### config.mk
export PLATFORM = sky130hd
export DESIGN_NAME = control_unit
export DESIGN_NICKNAME = d
export VERILOG_FILES = /design/src/rtl/cpu_pkg.sv /design/src/rtl/opclass_decode.sv /design/src/rtl/control_unit.sv
export SDC_FILE = /design/constraint.sdc
export NUM_CORES = 1
export LEC_CHECK = 0
export ABC_AREA = 1
export ABC_CLOCK_PERIOD_IN_PS = 950
export BUFFER_PORTS_ARGS = -buffer_cell sky130_fd_sc_hd__buf_2
export CAP_MARGIN = 20
export CORE_ASPECT_RATIO = 1.4
export CORE_MARGIN = 5
export CORE_UTILIZATION = 33
export DETAILED_ROUTE_END_ITERATION = 8
export MAX_ROUTING_LAYER = met4
export PLACE_DENSITY = 0.72
export SETUP_SLACK_MARGIN = 0.5
export SLEW_MARGIN = 10
export SYNTH_ARGS = -nofsm -noshare
export SYNTH_HDL_FRONTEND = slang
export SYNTH_HIERARCHICAL = 1
export SYNTH_SLANG_ARGS = --single-unit
### constraint.sdc
create_clock -name clock -period 0.95 [get_ports clock]
set_input_delay 0 -clock clock [delete_from_list [all_inputs] [get_ports clock]]
set_output_delay 0 -clock clock [all_outputs]
set_load 0.02 [all_outputs]
### src/rtl/cpu_pkg.sv
// Shared definitions for the control sequencer: widths, IR field positions,
// opcodes, sequencer states, opcode classes and the datapath strobe bundle.
package cpu_pkg;

  localparam int unsigned CPU_DATA_W = 32;
  localparam int unsigned CPU_OPC_W  = 5;

  // IR field positions
  localparam int unsigned OPC_MSB = 31;
  localparam int unsigned OPC_LSB = 27;
  localparam int unsigned RA_MSB  = 26;
  localparam int unsigned RA_LSB  = 23;
  localparam int unsigned RB_MSB  = 22;
  localparam int unsigned RB_LSB  = 19;
  localparam int unsigned RC_MSB  = 18;
  localparam int unsigned RC_LSB  = 15;

  localparam logic [CPU_OPC_W-1:0] OP_ADD  = 5'b00011;
  localparam logic [CPU_OPC_W-1:0] OP_SUB  = 5'b00100;
  localparam logic [CPU_OPC_W-1:0] OP_AND  = 5'b00101;
  localparam logic [CPU_OPC_W-1:0] OP_OR   = 5'b00110;
  localparam logic [CPU_OPC_W-1:0] OP_SHR  = 5'b00111;
  localparam logic [CPU_OPC_W-1:0] OP_SHL  = 5'b01000;
  localparam logic [CPU_OPC_W-1:0] OP_MUL  = 5'b01110;
  localparam logic [CPU_OPC_W-1:0] OP_DIV  = 5'b01111;
  localparam logic [CPU_OPC_W-1:0] OP_NEG  = 5'b10000;
  localparam logic [CPU_OPC_W-1:0] OP_NOT  = 5'b10001;
  localparam logic [CPU_OPC_W-1:0] OP_NOP  = 5'b11000;
  localparam logic [CPU_OPC_W-1:0] OP_HALT = 5'b11001;

  typedef enum logic [3:0] {
    S_RESET,
    S_T0,
    S_T1,
    S_T2,
    S_T3,
    S_T4,
    S_T5,
    S_T6,
    S_HALT
  } state_t;

  typedef enum logic [2:0] {
    CLS_BINARY,
    CLS_MULDIV,
    CLS_UNARY,
    CLS_NOP,
    CLS_HALT,
    CLS_ILLEGAL
  } opclass_t;

  // One bit per datapath transfer strobe
  typedef struct packed {
    logic pc_out;
    logic mar_in;
    logic inc_pc;
    logic z_in;
    logic pc_in;
    logic read;
    logic mdr_in;
    logic mdr_out;
    logic ir_in;
    logic y_in;
    logic zlow_out;
    logic zhigh_out;
    logic lo_in;
    logic hi_in;
    logic gra;
    logic grb;
    logic grc;
    logic r_in;
    logic r_out;
  } ctrl_t;

  function automatic logic [CPU_OPC_W-1:0] ir_opcode(input logic [CPU_DATA_W-1:0] ir);
    return ir[OPC_MSB:OPC_LSB];
  endfunction

endpackage

### src/rtl/opclass_decode.sv
// Maps a 5-bit opcode to its execution class; anything not in the opcode
// table is reported as CLS_ILLEGAL.
//   opcode    : IR[31:27]
//   opclass_c : combinational class result
module opclass_decode
  import cpu_pkg::*;
(
  input  logic [CPU_OPC_W-1:0] opcode,
  output opclass_t             opclass_c
);

  always_comb begin
    opclass_c = CLS_ILLEGAL;
    case (opcode)
      OP_ADD, OP_SUB, OP_AND, OP_OR, OP_SHR, OP_SHL: opclass_c = CLS_BINARY;
      OP_MUL, OP_DIV:                                 opclass_c = CLS_MULDIV;
      OP_NEG, OP_NOT:                                 opclass_c = CLS_UNARY;
      OP_NOP:                                         opclass_c = CLS_NOP;
      OP_HALT:                                        opclass_c = CLS_HALT;
      default:                                        opclass_c = CLS_ILLEGAL;
    endcase
  end

endmodule

### src/rtl/control_unit.sv
// Hardwired Moore control sequencer: fetch (T0..T2), then opcode-dependent
// execute steps (T3..T6), driving the datapath transfer strobes.
// Outputs are a decode of the registered state (plus IR opcode in T3..T6),
// so an asynchronous clear forces them all to 0 immediately.
//   clock    : rising-edge clock
//   clear    : asynchronous active-low reset
//   IR       : instruction register contents
//   mem_rdy  : memory read complete, only looked at in T1
//   PCout..Rout : datapath strobes
//   alu_op   : opcode in the ALU-operate step, 0 otherwise
//   run      : high while sequencing (not RESET/HALT)
//   illegal  : one-cycle pulse on undefined opcode
// Build option: define ILLEGAL_TRAP_EN to trap undefined opcodes into HALT
// with an illegal pulse; otherwise they execute as NOP and illegal is 0.
module control_unit
  import cpu_pkg::*;
#(
  parameter int unsigned DATA_W = CPU_DATA_W,
  parameter int unsigned OPC_W  = CPU_OPC_W
) (
  input  logic              clock,
  input  logic              clear,
  input  logic [DATA_W-1:0] IR,
  input  logic              mem_rdy,
  output logic              PCout,
  output logic              MARin,
  output logic              IncPC,
  output logic              Zin,
  output logic              PCin,
  output logic              Read,
  output logic              MDRin,
  output logic              MDRout,
  output logic              IRin,
  output logic              Yin,
  output logic              Zlowout,
  output logic              Zhighout,
  output logic              LOin,
  output logic              HIin,
  output logic              Gra,
  output logic              Grb,
  output logic              Grc,
  output logic              Rin,
  output logic              Rout,
  output logic [OPC_W-1:0]  alu_op,
  output logic              run,
  output logic              illegal
);

  state_t             state_q, state_d;
  logic               t1_wait_q, t1_wait_d;
  ctrl_t              ctrl_c;
  logic [OPC_W-1:0]   alu_op_c;
  logic               run_c;
  logic [OPC_W-1:0]   opcode;
  opclass_t           opclass;
`ifdef ILLEGAL_TRAP_EN
  logic               illegal_c;
`endif

  // Register-select fields are consumed by the datapath, not here
  logic unused_ir_fields;
  assign unused_ir_fields = ^IR[DATA_W-OPC_W-1:0];

  assign opcode = IR[DATA_W-1 -: OPC_W];

  opclass_decode u_opclass_decode (
    .opcode    (opcode),
    .opclass_c (opclass)
  );

  // State register; t1_wait_q marks T1 cycles after the first (PCin suppression)
  always_ff @(posedge clock or negedge clear) begin
    if (!clear) begin
      state_q   <= S_RESET;
      t1_wait_q <= 1'b0;
    end else begin
      state_q   <= state_d;
      t1_wait_q <= t1_wait_d;
    end
  end

  // Next-state and strobe decode
  always_comb begin
    state_d   = state_q;
    t1_wait_d = 1'b0;
    ctrl_c    = '0;
    alu_op_c  = '0;
    run_c     = 1'b1;
`ifdef ILLEGAL_TRAP_EN
    illegal_c = 1'b0;
`endif
    case (state_q)
      S_RESET: begin
        run_c   = 1'b0;
        state_d = S_T0;
      end
      S_T0: begin
        ctrl_c.pc_out = 1'b1;
        ctrl_c.mar_in = 1'b1;
        ctrl_c.inc_pc = 1'b1;
        ctrl_c.z_in   = 1'b1;
        state_d       = S_T1;
      end
      S_T1: begin
        ctrl_c.zlow_out = 1'b1;
        ctrl_c.pc_in    = ~t1_wait_q;
        ctrl_c.read     = 1'b1;
        ctrl_c.mdr_in   = 1'b1;
        if (mem_rdy) begin
          state_d = S_T2;
        end else begin
          t1_wait_d = 1'b1;
        end
      end
      S_T2: begin
        ctrl_c.mdr_out = 1'b1;
        ctrl_c.ir_in   = 1'b1;
        state_d        = S_T3;
      end
      S_T3: begin
        state_d = S_T0;
        case (opclass)
          CLS_BINARY: begin
            ctrl_c.grb   = 1'b1;
            ctrl_c.r_out = 1'b1;
            ctrl_c.y_in  = 1'b1;
            state_d      = S_T4;
          end
          CLS_MULDIV: begin
            ctrl_c.gra   = 1'b1;
            ctrl_c.r_out = 1'b1;
            ctrl_c.y_in  = 1'b1;
            state_d      = S_T4;
          end
          CLS_UNARY: begin
            ctrl_c.grb   = 1'b1;
            ctrl_c.r_out = 1'b1;
            ctrl_c.z_in  = 1'b1;
            alu_op_c     = opcode;
            state_d      = S_T4;
          end
          CLS_HALT: state_d = S_HALT;
          CLS_ILLEGAL: begin
`ifdef ILLEGAL_TRAP_EN
            illegal_c = 1'b1;
            state_d   = S_HALT;
`else
            state_d   = S_T0;
`endif
          end
          default: state_d = S_T0;
        endcase
      end
      S_T4: begin
        state_d = S_T0;
        case (opclass)
          CLS_BINARY: begin
            ctrl_c.grc   = 1'b1;
            ctrl_c.r_out = 1'b1;
            ctrl_c.z_in  = 1'b1;
            alu_op_c     = opcode;
            state_d      = S_T5;
          end
          CLS_MULDIV: begin
            ctrl_c.grb   = 1'b1;
            ctrl_c.r_out = 1'b1;
            ctrl_c.z_in  = 1'b1;
            alu_op_c     = opcode;
            state_d      = S_T5;
          end
          CLS_UNARY: begin
            ctrl_c.zlow_out = 1'b1;
            ctrl_c.gra      = 1'b1;
            ctrl_c.r_in     = 1'b1;
          end
          default: state_d = S_T0;
        endcase
      end
      S_T5: begin
        state_d = S_T0;
        case (opclass)
          CLS_BINARY: begin
            ctrl_c.zlow_out = 1'b1;
            ctrl_c.gra      = 1'b1;
            ctrl_c.r_in     = 1'b1;
          end
          CLS_MULDIV: begin
            ctrl_c.zlow_out = 1'b1;
            ctrl_c.lo_in    = 1'b1;
            state_d         = S_T6;
          end
          default: state_d = S_T0;
        endcase
      end
      S_T6: begin
        ctrl_c.zhigh_out = 1'b1;
        ctrl_c.hi_in     = 1'b1;
        state_d          = S_T0;
      end
      S_HALT: begin
        run_c   = 1'b0;
        state_d = S_HALT;
      end
      default: begin
        run_c   = 1'b0;
        state_d = S_RESET;
      end
    endcase
  end

  assign PCout    = ctrl_c.pc_out;
  assign MARin    = ctrl_c.mar_in;
  assign IncPC    = ctrl_c.inc_pc;
  assign Zin      = ctrl_c.z_in;
  assign PCin     = ctrl_c.pc_in;
  assign Read     = ctrl_c.read;
  assign MDRin    = ctrl_c.mdr_in;
  assign MDRout   = ctrl_c.mdr_out;
  assign IRin     = ctrl_c.ir_in;
  assign Yin      = ctrl_c.y_in;
  assign Zlowout  = ctrl_c.zlow_out;
  assign Zhighout = ctrl_c.zhigh_out;
  assign LOin     = ctrl_c.lo_in;
  assign HIin     = ctrl_c.hi_in;
  assign Gra      = ctrl_c.gra;
  assign Grb      = ctrl_c.grb;
  assign Grc      = ctrl_c.grc;
  assign Rin      = ctrl_c.r_in;
  assign Rout     = ctrl_c.r_out;
  assign alu_op   = alu_op_c;
  assign run      = run_c;
`ifdef ILLEGAL_TRAP_EN
  assign illegal  = illegal_c;
`else
  assign illegal  = 1'b0;
`endif

endmodule
Yosys cells after proc, flatten, opt, wreduce, memory -nomap -nowiden
Memories as Yosys holds them, arrays and structs flattened.
Cells that the tools add are included.
W data, S select, Z words.

word-level totals
  register bits = 5
  bits in read-only memories = 96
  bits of input ports = 35
  output and inout bits = 26
  logic and storage cells = 53
  memories kept = 1

operators by class
  equality and inequality tests = 12
  muxes and demuxes = 30
  bitwise operators = 1
  reduce and logical (&&, ||, !) cells = 7

memories
  memory            words  bits a word  read ports  clocked after memory_dff  wr ports  RTL line              source
  (name not given)  32     3            1           0                         0         opclass_decode.sv:14  case (opcode)

operators by type and width
  cell                  number
  $pmux W4 S8           1
  $eq A4 B3 Y1 const B  4
  $mux W1               13
  $mux W3               4
  $mux W5               2
  $pmux W5 S2           1
  $pmux W1 S3           3
  $eq A4 B2 Y1 const B  2
  $pmux W4 S2           1
  $reduce_or A7 Y1      1
  $pmux W1 S2           3
  $reduce_or A2 Y1      3
  $eq A4 B1 Y1 const B  1
  $eq A4 B4 Y1 const B  1
  $logic_not A4 Y1      1
  $mux W4               1
  $eq A3 B1 Y1 const B  1
  $eq A3 B2 Y1 const B  1
  $eq A3 B3 Y1 const B  1
  $logic_not A3 Y1      1
  $reduce_or A3 Y1      1
  $mux W2               1
  $ne A2 B2 Y1 const B  1
  $not A1 Y1            1

Longest topological paths before layout
An unclocked memory read counts as a cell.

  depth in word-level cells = 5
  mapped depth = 11
  depth with buffers taken out = 11

By module
The synthesis kept the hierarchy.

by module, submodules not included
  module          instances  cells an instance  area an instance (µm²)  sequential area each (µm²)
  control_unit    1          92                 601.8                   125.1
  opclass_decode  1          20                 85.1                    0.0

Worst setup path before layout
OpenSTA, ideal clock, no wires.

  path type = flip-flop to output port
  start = register state_q[3]
  end = output port MDRout
  arrival = 1.424 ns
  required time = 0.950 ns
  slack = -0.474 ns
  stages on the path, launching flop included = 5
  buffers on the path = 1
  cell sequence = dfrtp_1 > inv_2 > nand2_1 > nor3_1 > buf_4

between the ends
  longest elaborated chain between the ends = 2

RTL lines
  item                    RTL line            source
  start, declared         control_unit.sv:49  state_t state_q, state_d;
  start signal, assigned  control_unit.sv:77  state_q <= state_d;
  $eq A4 B2 Y1            control_unit.sv:92  case (state_q)
  $mux W2                 control_unit.sv:92
  end, declared           control_unit.sv:32  output logic MDRout,

No other way between the ends.

Worst setup path in the final report
  start = register state_q[0]
  end = output port Rout

between the ends
  longest elaborated chain between the ends = 2
  elaborated cells on any way between the ends = 3
  those cells by class = eq/ne: 2; mux: 1

RTL lines
  item             RTL line            source
  $eq A4 B3 Y1     control_unit.sv:92
  $pmux W1 S2 (*)  control_unit.sv:92
  end, declared    control_unit.sv:43  output logic Rout,

Every way passes the cells marked *; elsewhere a longest branch is shown, timed or not.

==> impl_metrics.ini <==
[outcome]
status = finished with violations
violations = negative hold slack, negative setup slack

[grt]
grt_overflow = 0
antenna_found_initial = 0
grt_pass1_vias = 937
grt_pass1_wl_um = 3640
grt_start_max_net_pins = 8
gr-usage-all-layers = 0.143

[synthesis]
synthesis.nets = 147
synth.distinct_cells = 22
synth_seq_area_share = 0.182
ys_ff_latch = 5
ys_warn_count = 6
syn_area_per_cell_um2 = 6.13
synthesis.area_um2 = 687
synthCells = 112

[die]
die_h_um = 64.0
start_util = 0.348
row_count = 19
die_x_um = 48.6
coreArea_um2 = 1970
io-pin-count = 61
die_area_um2 = 3110

[timing]
rsz0062_at_grt = true
setup_slack_ns = -0.497
max_freq_mhz = 691
setup_viol = 30
hold_slack_ns = -0.0405
final-hold-violation-count = 1
finClkSkew_ns = 0.00150
fin_crit_ns = 1.45
timing.setup.tns_ns = -10.76
slew_viol_final = 0
post-route-period-util = 1.52

[detailed_routing]
wl_per_cell_um = 12.8
drt_first_pass_iters = 4
drt-initial-drc-count = 13
vias = 939
via_per_inst = 4.70
routed_wl_um = 2560
drc = 0
drtAntennaViolNets = 0

[placed_design]
place_ws_ns = -0.445
io_buffers = 32
place_area_um2 = 1090
gp_congestion = 0.870
dp_hpwl_um = 1730

[critical_path]
worstSetupPathType = register to output pin
start_kind = register
crit_top_cell = inv_2
slowest_delay_ns = 0.40
cp_max_fo = 7
cpMaxStageDelayCell = dfrtp_1
critPathRequiredTime_ns = 0.95
worst_setup_path_end_kind = output pin
worstPathCellList = inv_2 -> nor2_4 -> nand3_2 -> inv_2 -> nor2_8 -> o21ai_4 -> buf_6
critPathArrivalTime_ns = 1.45

[clock_network]
clockRootBuffer = clkbuf_4
h-tree-depth = 1
insertion_delay_ns = 0.23
hold_buffers = 1
cts_tree = done
cts_buffer_depth = 2
clkSinkCount = 5
clk_pin_slew_ns = 0.04
cts_buffers = 3

[pwr]
swShare = 0.486
clock_power_share = 0.064
seqPwrFrac = 0.100
switchingPower_mw = 1.79
p_per_area_nw_per_um2 = 2370
p_int_mw = 1.90
p_leak_nw = 0.824
p_comb_frac = 0.837
vdd.ir_drop.worst_mv = 1.11

[cells_and_area]
fin_area_um2 = 1560
nets = 215
nFillCells = 125
syn_to_final_growth_pct = 127
diodes = 0
drive_gt1_frac = 0.743

[job]
maxCapViolCount = 0

[worst_hold_path]
hp-class = input port to register
flip-flops by register name, summed over array words and instances, names as in the netlist:
register   cells
state_q        4
t1_wait_q      1
stage by stage:
stage	cells	hold slack, ns	power, mW	util
2_1_floorplan	112	-0.296	1.70	-
3_3_place_gp	179	-0.187	2.25	0.550
3_5_place_dp	179	-0.186	2.28	0.550
4_1_cts	190	-0.0466	3.08	0.670
5_1_grt	200	-0.0416	3.89	0.789
6_report	200	-0.0405	3.69	0.789
critical path, delay by kind of cell, from the launching register on:
family / cells / cell delay (ns)
flops: 1 / 0.40
simple gates: 3 / 0.39
buf+inv: 3 / 0.34
compound gates: 1 / 0.09
worst paths after layout:
| check | from | to | slack (ns) | depth (start not counted) |
|---|---|---|---|---|
| worst min-delay path | mem_rdy | t1_wait_q$_DFF_PN0_ | -0.04 | 2 |
| worst max register to register | state_q[3]$_DFFE_PN0N_ | state_q[0]$_DFFE_PN0N_ | -0.35 | 10 |
| max in group asynchronous | clear | state_q[3]$_DFFE_PN0N_ | 0.70 | 2 |
| worst max-delay path | state_q[0]$_DFFE_PN0N_ | Rout | -0.50 | 7 |
| min in group asynchronous | clear | state_q[0]$_DFFE_PN0N_ | 0.11 | 2 |
| worst min register to register | state_q[0]$_DFFE_PN0N_ | state_q[3]$_DFFE_PN0N_ | 0.68 | 3 |
synthesized netlist by cell type, drive strengths merged:
cell type	n	share of area
nand3	14	0.12
nand4	1	0.0091
conb	1	0.0055
o21ai	3	0.027
a21boi	1	0.011
dfrtp	5	0.18
inv	25	0.14
nor3	1	0.0073
nand2	25	0.15
o211ai	1	0.011
buf	6	0.066
a21oi	3	0.022
nor2	26	0.25
cells by family after synthesis:
group / share of synthesized area
flip-flops: 0.182
AND/OR/NAND/NOR: 0.539
buffers and inverters: 0.202
other: 0.00546
AO/OA/AOI/OAI: 0.0710
power groups by stage:
stage | registers [mW] | clock network, mW | logic, mW
final | 0.367 | 0.235 | 3.08
after global routing | 0.371 | 0.251 | 3.27
after CTS | 0.381 | 0.242 | 2.45
after detailed placement | 0.372 | 0 | 1.91
after global placement | 0.371 | 0 | 1.88
after floorplan | 0.361 | 0 | 1.34
final cells by class:
class / count / area, um2 / area share
clock buffers: 4 / 26.3 / 0.0169
multi-input cells: 76 / 649 / 0.417
flip-flops and latches: 5 / 128 / 0.0819
well taps: 21 / 26.3 / 0.0169
repair buffers: 69 / 627 / 0.402
inverters: 25 / 101 / 0.0651
cells in the final DEF (no fill, tap or decap), drive strengths merged:
cell type,instances
clkbuf,4
dlygate4sd3,1
nand4,1
a21boi,1
dfrtp,5
buf,68
nand3,14
nor3,1
o211ai,1
inv,25
nand2,25
conb,1
o21ai,3
nor2,26
a21oi,3
timing repair:
| action | 4_1_cts | 5_1_grt |
|---|---|---|
| setup buffers | 6 | 10 |
| pin swaps | 12 | 16 |
| endpoints found under the setup margin | 30 | 30 |
| endpoints found under the hold margin | 6 | 1 |
| gates resized for setup | 50 | 42 |
routing by layer:
| layer | track usage | share of wire | routed length, um |
|---|---|---|---|
| met1 | 0.129 | 0.31 | 783 |
| met2 | 0.294 | 0.62 | 1590 |
| met3 | 0.0163 | 0.049 | 125 |
| met4 | 0.0471 | 0.026 | 67 |
| met5 | - | 0 | 0 |
Note: power is estimated with default switching activity, not from simulation.
